### config.mk
export PLATFORM = sky130hd
export DESIGN_NAME = alu_seq
export DESIGN_NICKNAME = d
export VERILOG_FILES = /design/src/rtl/alu_seq_pkg.sv /design/src/rtl/alu_seq_adder.sv /design/src/rtl/alu_seq.sv
export SDC_FILE = /design/constraint.sdc
export NUM_CORES = 1
export LEC_CHECK = 0
export ABC_AREA = 1
export CAP_MARGIN = 25
export CORE_MARGIN = 4
export CORE_UTILIZATION = 51
export CTS_CLUSTER_SIZE = 30
export DETAILED_ROUTE_END_ITERATION = 6
export PLACE_DENSITY = 0.9
export SLEW_MARGIN = 15
export SYNTH_ARGS = -nofsm -noshare
export SYNTH_HDL_FRONTEND = slang
export SYNTH_HIERARCHICAL = 1
export SYNTH_SLANG_ARGS = --single-unit
### constraint.sdc
create_clock -name clk -period 2.7 [get_ports clk]
set_clock_uncertainty 0.15 [all_clocks]
set_input_delay 0.405 -clock clk [delete_from_list [all_inputs] [get_ports clk]]
set_output_delay 0.405 -clock clk [all_outputs]
set_load 0.02 [all_outputs]
### src/rtl/alu_seq_pkg.sv
// alu_seq shared definitions: opcodes, flag bit positions, FSM states.
package alu_seq_pkg;

  localparam logic [3:0] OP_ADD  = 4'd0;
  localparam logic [3:0] OP_SUB  = 4'd1;
  localparam logic [3:0] OP_AND  = 4'd2;
  localparam logic [3:0] OP_OR   = 4'd3;
  localparam logic [3:0] OP_XOR  = 4'd4;
  localparam logic [3:0] OP_SHL  = 4'd5;
  localparam logic [3:0] OP_SHR  = 4'd6;
  localparam logic [3:0] OP_SLTU = 4'd7;
  localparam logic [3:0] OP_ADC  = 4'd8;
  localparam logic [3:0] OP_SBC  = 4'd9;
  localparam logic [3:0] OP_SRA  = 4'd10;
  localparam logic [3:0] OP_SLT  = 4'd11;
  localparam logic [3:0] OP_MUL  = 4'd12;

  localparam int FLG_V = 0;
  localparam int FLG_N = 1;
  localparam int FLG_C = 2;
  localparam int FLG_Z = 3;

  typedef enum logic [1:0] {
    ST_IDLE = 2'd0,
    ST_BUSY = 2'd1,
    ST_DONE = 2'd2
  } state_t;

endpackage

### src/rtl/alu_seq_adder.sv
// prefix_adder_n: Kogge-Stone WIDTH-bit adder with carry-in/out,
// shared by all add/subtract/compare opcodes of alu_seq.
module prefix_adder_n #(
  parameter int WIDTH = 8
) (
  input  logic [WIDTH-1:0] i_a,
  input  logic [WIDTH-1:0] i_b,
  input  logic             i_ci,
  output logic [WIDTH-1:0] o_s,
  output logic             o_co
);

  localparam int LVL = $clog2(WIDTH);

  logic [WIDTH-1:0] w_p0;
  logic [WIDTH:0]   w_c;

  assign w_p0 = i_a ^ i_b;

  for (genvar l = 0; l <= LVL; l++) begin : g_lvl
    logic [WIDTH-1:0] w_g;
    logic [WIDTH-1:0] w_p;
    if (l == 0) begin : g_init
      assign w_g = i_a & i_b;
      assign w_p = w_p0;
    end else begin : g_comb
      localparam int D = 1 << (l - 1);
      // low D bits already span to bit 0 and pass through
      assign w_g = g_lvl[l-1].w_g |
                   (g_lvl[l-1].w_p & (g_lvl[l-1].w_g << D));
      assign w_p = g_lvl[l-1].w_p &
                   ~(~g_lvl[l-1].w_p << D);
    end
  end

  assign w_c = {g_lvl[LVL].w_g |
                (g_lvl[LVL].w_p & {WIDTH{i_ci}}), i_ci};
  assign o_s  = w_p0 ^ w_c[WIDTH-1:0];
  assign o_co = w_c[WIDTH];

endmodule

### src/rtl/alu_seq.sv
// alu_seq: registered handshaked ALU with persistent Z/C/N/V flags.
// Define ALU_SEQ_MUL_EN to build the iterative shift-add multiplier.
module alu_seq
  import alu_seq_pkg::*;
#(
  parameter int WIDTH = 8
) (
  input  logic             clk,
  input  logic             rst,
  input  logic             in_valid,
  output logic             in_ready,
  input  logic [WIDTH-1:0] a,
  input  logic [WIDTH-1:0] b,
  input  logic [3:0]       op,
  output logic             out_valid,
  input  logic             out_ready,
  output logic [WIDTH-1:0] result,
  output logic [WIDTH-1:0] result_hi,
  output logic [3:0]       flags,
  output logic             err
);

  localparam int SHW = $clog2(WIDTH);

  state_t           r_state;
  logic [WIDTH-1:0] r_result;
  logic [3:0]       r_flags;
  logic             r_err;

  logic             w_acc;
  logic [SHW-1:0]   w_sh;
  logic [WIDTH-1:0] w_bop;
  logic [WIDTH-1:0] w_sum;
  logic [WIDTH-1:0] w_res;
  logic             w_cin;
  logic             w_co;
  logic             w_ovf;
  logic             w_c;
  logic             w_v;
  logic             w_err;

  assign in_ready = !rst && (r_state == ST_IDLE ||
                    (r_state == ST_DONE && out_ready));
  assign w_acc     = in_valid && in_ready;
  assign w_sh      = b[SHW-1:0];
  assign out_valid = (r_state == ST_DONE);
  assign result    = r_result;
  assign flags     = r_flags;
  assign err       = r_err;

  // subtract-style by default: SUB, SLT, SLTU all need A+~B+1
  always_comb begin
    w_bop = ~b;
    w_cin = 1'b1;
    unique case (1'b1)
      (op == OP_ADD): begin
        w_bop = b;
        w_cin = 1'b0;
      end
      (op == OP_ADC): begin
        w_bop = b;
        w_cin = r_flags[FLG_C];
      end
      (op == OP_SBC): w_cin = r_flags[FLG_C];
      default: ;
    endcase
  end

  prefix_adder_n #(.WIDTH(WIDTH)) u_add (
    .i_a  (a),
    .i_b  (w_bop),
    .i_ci (w_cin),
    .o_s  (w_sum),
    .o_co (w_co)
  );

  assign w_ovf = (a[WIDTH-1] == w_bop[WIDTH-1]) &&
                 (w_sum[WIDTH-1] != a[WIDTH-1]);

`ifdef ALU_SEQ_MUL_EN
  logic                 w_mul;
  logic [WIDTH-1:0]     r_result_hi;
  logic [WIDTH-1:0]     r_mcand;
  logic [2*WIDTH-1:0]   r_prod;
  logic [SHW-1:0]       r_cnt;
  logic [WIDTH:0]       w_psum;
  logic [2*WIDTH-1:0]   w_pnx;

  // high half accumulates, low half shifts the multiplier out
  assign w_psum = {1'b0, r_prod[2*WIDTH-1:WIDTH]} +
                  {1'b0, r_mcand & {WIDTH{r_prod[0]}}};
  assign w_pnx     = {w_psum, r_prod[WIDTH-1:1]};
  assign result_hi = r_result_hi;
`else
  assign result_hi = '0;
`endif

  always_comb begin
    w_res = '0;
    w_c   = 1'b0;
    w_v   = 1'b0;
    w_err = 1'b0;
`ifdef ALU_SEQ_MUL_EN
    w_mul = 1'b0;
`endif
    unique case (1'b1)
      (op == OP_ADD), (op == OP_SUB),
      (op == OP_ADC), (op == OP_SBC): begin
        w_res = w_sum;
        w_c   = w_co;
        w_v   = w_ovf;
      end
      (op == OP_AND): w_res = a & b;
      (op == OP_OR):  w_res = a | b;
      (op == OP_XOR): w_res = a ^ b;
      (op == OP_SHL): w_res = a << w_sh;
      (op == OP_SHR): w_res = a >> w_sh;
      (op == OP_SRA): w_res = $signed(a) >>> w_sh;
      (op == OP_SLTU):
        w_res = {{(WIDTH-1){1'b0}}, !w_co};
      (op == OP_SLT):
        w_res = {{(WIDTH-1){1'b0}}, w_sum[WIDTH-1] ^ w_ovf};
`ifdef ALU_SEQ_MUL_EN
      (op == OP_MUL): w_mul = 1'b1;
`endif
      default: w_err = 1'b1;
    endcase
  end

  always_ff @(posedge clk) begin
    if (rst) begin
      r_state  <= ST_IDLE;
      r_result <= '0;
      r_flags  <= '0;
      r_err    <= 1'b0;
`ifdef ALU_SEQ_MUL_EN
      r_result_hi <= '0;
`endif
    end else begin
      case (r_state)
        ST_IDLE, ST_DONE: begin
`ifdef ALU_SEQ_MUL_EN
          if (w_acc && w_mul) begin
            r_state <= ST_BUSY;
            r_mcand <= a;
            r_prod  <= {{WIDTH{1'b0}}, b};
            r_cnt   <= '0;
          end else
`endif
          if (w_acc) begin
            r_state  <= ST_DONE;
            r_result <= w_res;
            r_err    <= w_err;
`ifdef ALU_SEQ_MUL_EN
            r_result_hi <= '0;
`endif
            if (!w_err)
              r_flags <= {w_res == '0, w_c,
                          w_res[WIDTH-1], w_v};
          end else if (r_state == ST_DONE && out_ready) begin
            r_state <= ST_IDLE;
          end
        end
`ifdef ALU_SEQ_MUL_EN
        ST_BUSY: begin
          r_prod <= w_pnx;
          r_cnt  <= r_cnt + SHW'(1);
          if (r_cnt == SHW'(WIDTH - 1)) begin
            r_state     <= ST_DONE;
            r_result    <= w_pnx[WIDTH-1:0];
            r_result_hi <= w_pnx[2*WIDTH-1:WIDTH];
            r_err       <= 1'b0;
            r_flags     <= {w_pnx[WIDTH-1:0] == '0, 1'b0,
                            w_pnx[WIDTH-1], 1'b0};
          end
        end
`endif
        default: r_state <= ST_IDLE;
      endcase
    end
  end

endmodule

==> results of run 1 <==
-- critical path, stage by stage --
cell and delay (ns):
buf_2 0.14, inv_2 0.06, buf_4 0.13, o211ai_1 0.28, buf_4 0.18, inv_1 0.04
fa_1 0.39, xnor2_1 0.16, nand2_1 0.08, o21ai_0 0.10, a211oi_2 0.29, nand3_1 0.16
nor2_1 0.12, nand3_1 0.10, a21oi_2 0.13
-- final cells by class --
type                            instances  area [um^2]  area share (%)
Clock buffer                            4        55.05           1.648
Timing Repair Buffer                   97        833.3           24.94
Multi-Input combinational cell        341         1881           56.29
Tap cell                               52        65.06           1.948
Inverter                               59        226.5           6.779
Sequential cell                        14        280.3           8.390
-- sequential cells by signal, summed over array words and instances (netlist names) --
name     cells
result       8
err          1
r_state      1
flags        4
-- worst paths after layout --
| kind | start | endpoint | cells after the start |
|---|---|---|---|
| hold / removal | result[1] | result[1] | 2 |
| setup reg to reg | flags[2] | flags[3] | 13 |
| setup / recovery | op[0] | flags[3] | 15 |
| hold reg to reg | result[1] | result[1] | 2 |
-- power by group --
| group | leakage [nW] | internal, mW | switching [mW] |
|---|---|---|---|
| clock network | 0.0288 | 0.129 | 0.0834 |
| logic | 1.66 | 0.278 | 0.362 |
| registers | 0.114 | 0.217 | 0.00546 |
-- layer usage --
layer | wire length (um) | up-vias | track usage, % | part of all wire (%)
met2 | 4045 | 204 | 46.86 | 47
met3 | 720 | 47 | 3.298 | 8.4
met4 | 312 | 0 | 7.379 | 3.7
met1 | 3457 | 1438 | 36.56 | 41
met5 | 0 | - | 0 | 0
li1 | - | 1504 | - | -
-- cell families after synthesis --
group / Yosys count
AOI/OAI and AO/OA: 35
buffers and inverters: 76
other: 1
adders and majority gates: 26
DFF: 14
xor gates and xnor gates: 10
and+or+nand+nor: 262
-- stage by stage --
step           hold WS (ns)  utilization (%)
2_1_floorplan        0.3241                -
3_3_place_gp         0.3021            69.22
3_5_place_dp         0.3054            69.22
4_1_cts              0.3150            72.22
5_1_grt              0.3389            75.68
6_report             0.3187            75.68
-- cell usage in the layout (no fill, tap or decap), types with 2 or more instances in the layout --
master / instances
inv_4: 2
nor2_1: 38
a21oi_2: 6
nand2_4: 3
a21oi_1: 16
nor3_2: 2
ha_1: 25
clkbuf_8: 4
o21ai_0: 7
nand3_2: 6
o211ai_1: 3
inv_2: 5
buf_6: 4
xor2_1: 8
nand2_1: 127
nand3_1: 57
buf_4: 56
dlygate4sd2_1: 6
nor2_2: 9
inv_1: 52
nand4_1: 4
clkdlybuf4s50_1: 27
nand2_2: 11
dfxtp_1: 14
dlymetal6s2s_1: 2
conb_1: 8
-- what timing repair did --
action	in CTS	in global routing
setup buffers	7	6
pin swaps	24	26
setup endpoints to repair	11	7
gates resized for setup	30	34
gates cloned	0	0
==> summary.txt, run 1 <==
CP required: 2.74 ns
ANT nets after route: 0
Max Fclk: 363.7 MHz
largest family of logic cells by synthesized area: simple AND/OR/NAND/NOR gates
final hold violations: 0
die height: 75.84 um
Setup violations, final: 1
XOR/XNOR Fraction of Synth Area: 3.731%
Diodes inserted: 0
power density over cell area: 321.7 nW/um^2
Post-Layout Cell Count: 567
Mean Syn Cell Area: 5.536 um^2
Area Growth Syn to Fin: 42.32%
CP max FO: 5
GRT overflow: 0
vias in the first global route: 2813
dominant cells by area after synthesis: nand2_1, ha_1, nand3_1
leading area contributor after synthesis: nand2_1
nets: 566
Area after DPL: 3055 um^2
post-placement cell count: 550
failing checks: negative setup slack
most frequent cell after synthesis: nand2_1
largest net degree at the start of global routing: 17
Via density: 5.631
cts bufs inserted: 3
Final WS setup: -0.04981 ns
Routability Congestion: 0.9453
dpl ws: -0.6454 ns
wire per inst: 15.05 um
synthesized area: 2347 um^2
GRT Total Usage: 27.55%
H-Tree Depth: 1
# IOs: 47
post-synthesis simple-gate area fraction: 47.87%
detailed-route via count: 3193
RSZ-0062 raised after global routing: true
Primary FF master, synth: dfxtp_1
sequential area share after synthesis: 11.94%
multiplexer share of the synthesized area: 0%
min cycle time layout: 2.750 ns
first-pass GRT wire length: 12430 um
clock-pin transition on the worst setup and hold timing paths: 0.06 ns
Static Leak: 1.805 nW
core footprint: 4414 um^2
commonest cells in the netlist: nand2_1, nand3_1, inv_1, nor2_1, ha_1
share of cells above drive strength 1: 21.94%
Synth Area in Compound Gates: 8.049%
Setup crit end kind: flop
CTS root buf: clkbuf_8
CP arrival: 2.79 ns
1st-iter DRT viols: 381
TritonCTS clock tree: built
die area: 5752 um^2
Max Slew Vio Count: 0
drt drc: 0
status: finished, violations left
Pre-antenna DRT Iters: 6
DPL Wire Length: 6136 um
number of port buffers: 38
R2R setup slack: 0.09 ns
cts hold-fix bufs: 0
worst min path class: reg -> reg
Cell Rows: 24
Cells after Synth: 424
Synth Warn #: 6
clk sinks: 14
Tot Pwr: 1.075 mW
Synth top area share: 21.91%
Initial Utilization: 53.17%
setup TNS: -0.04981 ns
Post-synth EDFFs: 0
Max-Cap Viols: 0
antenna violations before repair: 0
Synth Area in Adders: 14.18%
Synth Register Bits: 14
die width: 75.84 um
fillers: 326
clk_lat worst skew: 0.25 ns
CP startpoint kind: input port
Final Instance Area: 3341 um^2
Async SR Flop Fraction: 0%
synth unique cells: 32
VDD IR max: 214.9 uV
Setup CP Type: in -> reg
final WL: 8535 um
Tcrit/Tclk final: 101.8%
Clock Path Buffers: 2
No activity file was read; power rests on OpenSTA's default activity.
==> run 2, diff against run 1 <==
Settings changed: CELL_PAD_IN_SITES_DETAIL_PLACEMENT set to 1, CELL_PAD_IN_SITES_GLOBAL_PLACEMENT set to 2, CORE_UTILIZATION 51 to 26, HOLD_SLACK_MARGIN set to 0.06, PLACE_DENSITY 0.9 to 0.92.
==> run 2 against run 1 <==
The run still ends with negative setup slack left; worst hold slack better by 0.0037 ns; critical path depth grew 5; sequential cell count stayed put; non-clock buffer count increased by 12; register-to-register slack gained 0.21 ns; worst setup slack worse by 0.0092 ns; sequential power hardly changed; final area up 8.6%; total power rose by 2.5%.
==> summary.txt, run 2 (same netlist as run 1, synthesis figures left out) <==
vias in the first global route: 3282
Diodes inserted: 0
final WL: 10190 um
Cell Rows: 34
max reg flops: 8
Static Leak: 1.859 nW
core footprint: 8763 um^2
R2R setup slack: 0.30 ns
Setup CP Type: in -> reg
worst r2r path cells: 14
Worst Path Buf+Inv: 2
min cycle time layout: 2.759 ns
GRT Total Usage: 18.47%
GRT overflow: 0
Clock Path Buffers: 2
worst min path class: reg -> reg
Max-Cap Viols: 0
clock network fraction of total power: 15.4%
Area Growth Syn to Fin: 54.53%
Pre-antenna DRT Iters: 4
Via density: 4.943
Final WS setup: -0.05898 ns
CTS root buf: clkbuf_8
hold endpoint: flags[0]
drt drc: 0
ANT nets after route: 0
cts bufs inserted: 3
Worst Hold Launch: flags[0]
most numerous cell on the critical path: nand2_1
Post-Layout Cell Count: 634
R2R Path Start: flags[2]
# IOs: 47
hold_ws: 0.3223 ns
Final Util: 41.39%
share of cells above drive strength 1: 26.62%
post-placement cell count: 619
largest net degree at the start of global routing: 15
Tcrit/Tclk final: 102.2%
failing checks: negative setup slack
VDD IR max: 138.8 uV
RSZ-0062 raised after global routing: true
slowest stage cell on the critical path: ha_2
clk sinks: 14
Comb power frac: 64.4%
Setup violations, final: 1
CP max FO: 8
most common cell after layout, fill and taps aside: nand2_1
status: finished, violations left
first-pass GRT wire length: 15710 um
end of the worst register-to-register path: flags[3]
Hold Crit Depth: 2
biggest cell delay along the critical path: 0.35 ns
cts hold-fix bufs: 0
number of port buffers: 38
1st-iter DRT viols: 139
antenna violations before repair: 0
final hold violations: 0
delay-heaviest family, CP: simple AND/OR/NAND/NOR gates
die width: 103.0 um
critical path, cell by cell: buf_8 > nor2_4 > nand2_8 > xor2_1 > ha_2 > nand2_1 > nand2_1 > a21oi_2 > nand3_1 > nand2_1 > nand2_1 > inv_1 > o22ai_2 > nor2_1 > nand2_1 > nor2_2 > nand2_1 > nor2_1 > nand3_1 > a21oi_2
sw frac: 42.64%
Max Slew Vio Count: 0
wire per inst: 16.08 um
clock-pin transition on the worst setup and hold timing paths: 0.06 ns
most frequent cells in the layout: nand2_1, buf_4, inv_1, nand3_1, nor2_1
Setup crit end kind: flop
Max Fclk: 362.5 MHz
Sequential Power Share: 20.2%
Initial Utilization: 26.78%
TritonCTS clock tree: built
DPL Wire Length: 7945 um
die area: 10610 um^2
power density over cell area: 303.6 nW/um^2
H-Tree Depth: 1
clk_lat worst skew: 0.24 ns
detailed-route via count: 3134
nets: 578
CP startpoint kind: input port
CP arrival: 2.79 ns
Routability Congestion: 0.8706
Power Internal: 631.7 uW
NetSw: 469.6 uW
die height: 103.0 um
CP required: 2.73 ns
-- run 2: power groups by stage --
stage	Clock, mW	Sequential, mW	Combinational (mW)
after floorplan	0	0.239	0.303
after global placement	0	0.227	0.563
after detailed placement	0	0.227	0.585
after CTS	0.171	0.223	0.628
after global routing	0.186	0.224	0.776
final	0.169	0.223	0.709
-- run 2: what timing repair did --
| item | CTS | global route |
|---|---|---|
| gates resized for setup | 42 | 47 |
| setup buffers | 9 | 4 |
| pin swaps | 25 | 29 |
| cloned | 0 | 0 |
| endpoints found under the setup margin | 11 | 9 |
-- run 2: worst max-delay path by stage --
stage / slack [ns] / depth (start not counted) / to / startpoint
6_report: -0.06 / 20 / flags[3] / op[2]
5_1_grt: -0.22 / 19 / flags[3] / op[2]
4_1_cts: -0.11 / 22 / flags[3] / op[1]
3_5_place_dp: -0.74 / 22 / flags[3] / op[2]
3_3_place_gp: -0.62 / 18 / result[7] / op[1]
2_1_floorplan: 0.14 / 18 / flags[3] / op[2]
-- run 2: worst register-to-register path, cell delays in order (launching register included) --
cell and delay, ns:
dfxtp_1 0.35, nand2_1 0.07, o211ai_1 0.08, buf_4 0.16, inv_1 0.06, fa_1 0.39
xnor2_1 0.14, nand2_1 0.08, o21ai_0 0.07, a211oi_1 0.20, buf_4 0.16, nand3_1 0.10
nor2_1 0.11, nand3_1 0.10, a21oi_2 0.11
-- run 2: cell type report --
class | instances | area [um^2]
fillers | 1165 | 5136
clock buffers | 3 | 41.29
well taps | 108 | 135.1
flip-flops and latches | 14 | 280.3
inverters | 59 | 224.0
multi-input cells | 341 | 2022
repair buffers | 109 | 924.6
-- run 2: metrics by stage --
step	setup slack, ns	power [mW]	instance area [um^2]	setup TNS, ns
CTS	-0.1084	1.022	3406	-0.2245
global route	-0.2184	1.185	3627	-0.6196
detailed placement	-0.7437	0.8116	3223	-6.896
floorplan	0.1445	0.5418	2374	0
global placement	-0.6219	0.7898	3223	-5.270
finish	-0.05898	1.101	3627	-0.05898
-- run 2: layer usage --
layer,GRT usage (%),wire [um]
met5,0,0
met1,23.66,4506
met4,4.681,201
met3,2.436,333
met2,32.56,5151
==> run 3, diff against run 2 <==
Settings changed: ABC_AREA 1 to 0, CORE_UTILIZATION 26 to 31, MAX_ROUTING_LAYER set to met4, PLACE_DENSITY 0.92 to 0.93.
==> run 3 against run 2 <==
The flow still finishes with violations (negative setup slack); first-iteration DRC count is 20% lower; synthesized cell count is 35% lower; routed wire length is 17% lower; final cell count is 26% lower; critical endpoint is now result[0]; sequential power hardly changed; area after synthesis is 1.6% lower; non-clock buffer count is 1 lower; worst hold slack worse by 0.030 ns; final area is 4.3% lower; largest cell class unchanged.
==> summary.txt, run 3 <==
status: finished, violations left
failing checks: negative setup slack
power density over cell area: 315.4 nW/um^2
die width: 94.32 um
Clock Path Buffers: 2
# IOs: 47
drt drc: 0
dominant cells by area after synthesis: ha_1, dfxtp_1, mux4_2
Via density: 5.333
Static Leak: 1.566 nW
CTS root buf: clkbuf_8
ANT nets after route: 0
Synth Area in Compound Gates: 24.32%
cts bufs inserted: 3
Synth Warn #: 6
multiplexer share of the synthesized area: 12.24%
die area: 8895 um^2
clk sinks: 14
largest net degree at the start of global routing: 25
Max Slew Vio Count: 0
relative slew slack: 54.00%
1st-iter DRT viols: 111
Setup CP Type: in -> reg
Tcrit/Tclk final: 120.9%
synth unique cells: 67
most frequent cell after synthesis: ha_1
synthesized area: 2310 um^2
Synth Area in Adders: 14.41%
RSZ-0062 raised after global routing: true
wire per inst: 17.93 um
hold_ws: 0.2922 ns
Max Fclk: 306.3 MHz
most common cell after layout, fill and taps aside: buf_4
sequential area share after synthesis: 12.13%
number of port buffers: 38
clk_lat worst skew: 0.24 ns
Area Growth Syn to Fin: 50.33%
most frequent cells in the layout: buf_4, clkdlybuf4s50_1, ha_1, inv_1, nand2_1
cts hold-fix bufs: 0
Primary FF master, synth: dfxtp_1
VDD IR max: 130.8 uV
Worst Hold Launch: result[5]
clock-pin transition on the worst setup and hold timing paths: 0.06 ns
commonest cells in the netlist: ha_1, inv_1, nand2_1, a21oi_1, nor2_1
H-Tree Depth: 1
detailed-route via count: 2501
largest family of logic cells by synthesized area: compound AO/OA/AOI/OAI gates
min cycle time layout: 3.265 ns
CP required: 2.68 ns
Setup violations, final: 10
die height: 94.32 um
R2R Path Start: flags[2]
antenna violations before repair: 0
FF/Latch Area: 280.3 um^2
Pre-antenna DRT Iters: 4
GRT overflow: 0
CP max FO: 7
Mean Syn Cell Area: 8.369 um^2
GRT Total Usage: 19.40%
CP startpoint kind: input port
Post-synth EDFFs: 0
DPL Wire Length: 6629 um
Synth top area share: 13.54%
crit path launch: op[2]
Setup crit end kind: flop
Synth Register Bits: 14
fillers: 888
nets: 421
Routability Congestion: 0.9435
final hold violations: 0
share of cells above drive strength 1: 33.51%
post-synthesis simple-gate area fraction: 20.31%
core footprint: 7253 um^2
area of the multi-input gates: 2006 um^2
leading area contributor after synthesis: ha_1
Max-Cap Viols: 0
Final WS setup: -0.5649 ns
CP arrival: 3.25 ns
Diodes inserted: 0
XOR/XNOR Fraction of Synth Area: 6.067%
max reg flops: 8
TritonCTS clock tree: built
final WL: 8409 um
Final Util: 47.87%
Async SR Flop Fraction: 0%
Initial Utilization: 31.84%
Cell Rows: 31
Worst Tran Pin Value: 0.6726 ns
Cells after Synth: 276
worst min path class: reg -> reg
vias in the first global route: 2642
first-pass GRT wire length: 13190 um
[run 3: cell types whose count changed in the layout (fill, tap and decap cells not counted), moves of 7 or more]
cell / change
nor2b_1: +9
nor2_2: -7
nand3_2: -7
nor2_1: -22
a22o_1: +7
nand3_1: -48
inv_1: -30
mux4_2: +8
xnor2_1: +8
nand2_2: -13
nand2_1: -106
[run 3: metal layers]
| layer | part of all wire [%] | wire length (um) | global-route usage, % |
|---|---|---|---|
| met1 | 38 | 3173 | 21.46 |
| met3 | 5.5 | 466 | 1.923 |
| met5 | 0 | 0 | - |
| met4 | 2.6 | 221 | 4.212 |
| met2 | 54 | 4547 | 37.23 |
[run 3: final cells by class]
cell class,count,share of cell area [%]
Multi-Input combinational cell,220,57.77
Tap cell,99,3.568
Timing Repair Buffer,108,26.41
Sequential cell,14,8.072
Inverter,24,2.595
Clock buffer,4,1.586
[run 3: cell families (layout without fill, tap and decap cells)]
| family | after synthesis | after routing |
|---|---|---|
| adder cells (fa/ha/maj) | 26 | 26 |
| AND/OR/NAND/NOR | 83 | 83 |
| AO/OA/AOI/OAI | 72 | 72 |
| buffers and inverters | 49 | 136 |
| multiplexers | 15 | 15 |
| flip-flops | 14 | 14 |
| XOR/XNOR | 16 | 16 |
| other | 1 | 8 |
[run 3: critical path, cell delays in order]
cell and delay, ns:
buf_6 0.10, nor3_4 0.20, buf_12 0.15, buf_8 0.10, xnor2_2 0.10, ha_1 0.26, a21o_1 0.20, a221o_1 0.41
xor2_2 0.18, or2_1 0.21, a31oi_1 0.17, o221ai_2 0.12, a311o_1 0.32, buf_4 0.14, a22o_1 0.17
[run 3: power breakdown]
group	internal (mW)	total, mW	switching, mW
Clock	0.129	0.198	0.0692
Sequential	0.218	0.225	0.00650
Combinational	0.341	0.672	0.332
[run 3: path summary, 6_finish.rpt]
| kind | end | slack [ns] | cells after the start |
|---|---|---|---|
| setup / recovery | result[0] | -0.56 | 15 |
| hold / removal | result[5] | 0.29 | 2 |
| setup reg to reg | result[0] | -0.29 | 11 |
| hold reg to reg | result[5] | 0.29 | 2 |
[run 3: per-stage QoR]
stage	setup TNS [ns]	area (um^2)	cells	setup WS, ns	total power [mW]
global route	-4.011	3472	469	-0.6694	1.165
floorplan	-4.401	2409	283	-0.9886	0.5780
global placement	-9.429	3182	454	-1.248	0.7955
detailed placement	-10.10	3182	454	-1.354	0.8191
finish	-2.884	3472	469	-0.5649	1.095
CTS	-2.682	3383	465	-0.6610	1.060
[run 3: repair_timing]
action,in CTS,in global routing
gates resized for setup,46,10
endpoints found under the setup margin,12,10
pin swaps,24,12
buffers inserted,7,4
gates cloned,0,0
==> patch 1, RTL diff (flow settings as in run 2) <==
The option `ALU_SEQ_MUL_EN` is turned on by a define.
--- a/src/rtl/alu_seq.sv
+++ b/src/rtl/alu_seq.sv
@@ -1,5 +1,7 @@
 // alu_seq: registered handshaked ALU with persistent Z/C/N/V flags.
 // Define ALU_SEQ_MUL_EN to build the iterative shift-add multiplier.
+`define ALU_SEQ_MUL_EN
+
 module alu_seq
   import alu_seq_pkg::*;
 #(
Function: changed (Yosys sat finds a counterexample within 4 cycles, from zero or initial values and one cycle with rst high).
==> patch 1 against run 2 <==
Core utilization down 4.0 points. Power grew 120%. Routed wire length is 57% higher. First-iteration DRC count increased by 86%. Highest routed layer unchanged. Setup slack gained 0.082 ns. Sequential cell count is 36 higher. Final area increased by 64%. Combinational power is 14% higher. Area after synthesis is 79% higher.
==> patch 1: results <==
[logic_synthesis]
synth_top_cells_by_count = 180 x nand2_1, 85 x inv_1, 72 x nand3_1
ys_seq_area_share_pct = 30.19
ys_warn_count = 6
netlist-cell-type-count = 41
synthesized_nets = 688
synth-edff-count = 27
yosys-top-cells-area = edfxtp_1 19%, nand2_1 16%, dfxtp_1 11%

[placement]
numPortBuffers = 46
pre_cts_slack_ns = -0.8248
dp_hpwl_um = 12250
gpl_congestion = 0.9330
post_dp_cell_area_um2 = 5508

[critical_path]
critical_path_arrival_ns = 2.76
crit_fanout = 7

[cts]
cts.htree.levels = 2
path_clk_slew_ns = 0.07
clock_tree_root_buffer_cell = clkbuf_16
clock_buffer_count_from_cts = 5
clkLatencyLatePin_ns = 0.30

[job]
total_of_max_cap_violations = 0

[cells_and_area]
largest_register_ffs = 16
final_layout_size_suffix_gt1_share_pct = 20.98
layout.filler_cells = 2041
nets = 818

[power_and_ir_drop]
leakage_component_of_the_power_nw = 2.927
vdd_ir_drop_max_v = 0.0002155

[grt]
wire_length_of_the_first_global_routing_pass_um = 24860
grt_start_max_net_pins = 29
globalRouteTotalUtil_pct = 17.21
vias_in_the_first_global_route = 4736

[run_status]
outcome = finished, final reports clean

[route]
first_iter_violations = 259
num_vias = 4601
postRouteWirelength_um = 15960
## patch 1: cell types whose count changed in the layout (fill, tap and decap cells not counted), sizes merged, moves of 16 or more
cell / run 2 / this run
o21ai: 7 / 36
edfxtp: 0 / 27
buf: 74 / 96
nand2: 141 / 184
inv: 59 / 89
nor2: 48 / 64
## patch 1: logic make-up (layout without fill, tap and decap cells)
family | count (synthesis) | count (layout) | synth area share, %
simple gates | 344 | 344 | 35.22
fa+ha+maj | 37 | 37 | 11.35
compound gates | 81 | 81 | 10.85
flops | 50 | 50 | 30.19
xor+xnor | 10 | 10 | 2.080
buf+inv | 105 | 236 | 10.31
## patch 1: worst max-delay path: stages
cell,delay (ns)
buf_8,0.10
nor2_4,0.12
nand2_4,0.13
xor2_2,0.17
ha_1,0.33
buf_6,0.13
or2_4,0.24
nand3_1,0.11
nand3_1,0.09
nand2_1,0.08
nand2_2,0.07
nand2_1,0.07
nand2_1,0.05
inv_1,0.05
nand2_1,0.05
nor2_1,0.09
nand2_1,0.08
nor2_1,0.09
nand2_1,0.06
nor2_1,0.09
nand2_1,0.06
a21oi_1,0.11
## patch 1: metal layers
| metal | global-route usage [%] | wire [µm] |
|---|---|---|
| met5 | 0 | 0 |
| met4 | 3.471 | 215 |
| met3 | 1.857 | 403 |
| met2 | 29.70 | 7857 |
| met1 | 23.35 | 7479 |
## patch 1: cell type report
cell class | instances | share of cell area, %
clock buffers | 7 | 2.947
clock inverters | 1 | 0.1474
inverters | 89 | 5.663
multi-input cells | 472 | 45.33
flip-flops and latches | 50 | 21.39
well taps | 216 | 4.547
repair buffers | 139 | 19.98
## patch 1: where the power goes
part | internal (mW) | switching, mW
clock | 0.458 | 0.304
sequential | 0.822 | 0.0147
combinational | 0.350 | 0.457
## patch 1: what timing repair did
item	CTS	global route
buffers inserted	6	5
endpoints found under the setup margin	12	12
pin swaps	35	32
resized for setup	40	28
## patch 1: metrics by stage
step	hold WS (ns)	std cells	util (%)
2_1_floorplan	0.3241	627	-
3_3_place_gp	0.3125	957	34.67
3_5_place_dp	0.3227	957	34.67
4_1_cts	0.3328	970	36.48
5_1_grt	0.3465	974	37.41
6_report	0.3271	974	37.41
## patch 1: worst paths after layout
check / start / end / cells after the start / slack, ns
worst max-delay path: op[0] / flags[3] / 22 / 0.02
worst min-delay path: result_hi[0] / result_hi[0] / 2 / 0.33
worst max register to register: r_prod[0] / r_prod[14] / 12 / 0.25
worst min register to register: result_hi[0] / result_hi[0] / 2 / 0.33
==> patch 2, RTL diff (config.mk and constraints of run 2) <==
Made on the original files. Make the reset (`rst`) asynchronous in one clocked block.
--- a/src/rtl/alu_seq.sv
+++ b/src/rtl/alu_seq.sv
@@ -127,7 +127,7 @@
     endcase
   end
 
-  always_ff @(posedge clk) begin
+  always_ff @(posedge clk or posedge rst) begin
     if (rst) begin
       r_state  <= ST_IDLE;
       r_result <= '0;
Behaviour: differs if rst is asserted again (counterexample within 4 cycles, from zero or initial values and one cycle with rst high); with rst held inactive, the same outputs for 10 cycles.
==> patch 2 against run 2 <==
Area after synthesis up 2.5%. Sequential cell count unchanged. Setup slack better by 0.12 ns. Die area up 2.3%. Synthesized cell count down 0.24%. First-iteration DRC count down 15%. Power up 10%. Critical path depth down 2. Final area down 3.8%. Routed wire length down 13%. Critical endpoint is now flags[3]. Largest cell class unchanged. Largest power group unchanged.
==> patch 2: results <==
[power_and_ir_drop]
power.density_cell_area_nw_per_um2 = 348.1
power.internal_mw = 0.7009
vdd_ir_drop_max_v = 0.0001467

[grt]
wire_length_of_the_first_global_routing_pass_um = 14580
grt_start_max_net_pins = 18
use_met2_pct = 29.29
grtUsageMet3_pct = 1.304

[timing]
maxClockFrequency_ghz = 0.3791
timing.hold.ws_ns = 0.3350

[critical_path]
critPathCapture = flags[3]
rr_worst_depth = 12
critical_path_arrival_ns = 2.68
worst-r2r-setup-slack_ns = 0.49

[cts]
post_cts.repair.setup_buffers = 2
post_cts_resize_count = 23

[cells_and_area]
nets = 567
final_layout_size_suffix_gt1_share_pct = 22.09
layout.filler_cells = 1216

[run_status]
outcome = finished, final reports clean

[logic_synthesis]
yosys-top-cells-area = nand2_1 25%, dfrtp_1 15%, ha_1 13%
synth_adder_area_share_pct = 13.84
async_reset_ff_share_pct = 100.0
ys_seq_area_share_pct = 14.57
synthCells = 423

[route]
vias_per_cell = 4.800
met1_routed_length_um = 4072
met2_wirelength_um = 4534
first_iter_violations = 118

[hold_path]
worstHoldEndpoint = result[7]
hold_start = result[7]

[placement]
gpl_congestion = 0.8822
==> patch 2: cell count changes after synthesis, sizes merged, moves of 6 or more <==
cell | run 2 | this run
dfxtp | 14 | 0
a21oi | 22 | 15
nand2 | 141 | 165
dfrtp | 0 | 14
nor2 | 48 | 34
o21ai | 7 | 13
nand3 | 63 | 57
==> patch 2: worst max-delay path, delay by kind of cell <==
| family | cells | cell delay, ns |
|---|---|---|
| and+or+nand+nor | 12 | 1.37 |
| AOI/OAI and AO/OA | 1 | 0.08 |
| adders and majority gates | 1 | 0.35 |
| xor gates and xnor gates | 1 | 0.16 |
| buffers and inverters | 3 | 0.30 |
==> patch 2: area by class of cell <==
cell class | count | share of cell area, %
inverters | 57 | 6.205
multi-input cells | 342 | 54.02
well taps | 108 | 3.874
repair buffers | 99 | 24.28
flip-flops and latches | 14 | 10.04
clock buffers | 4 | 1.578
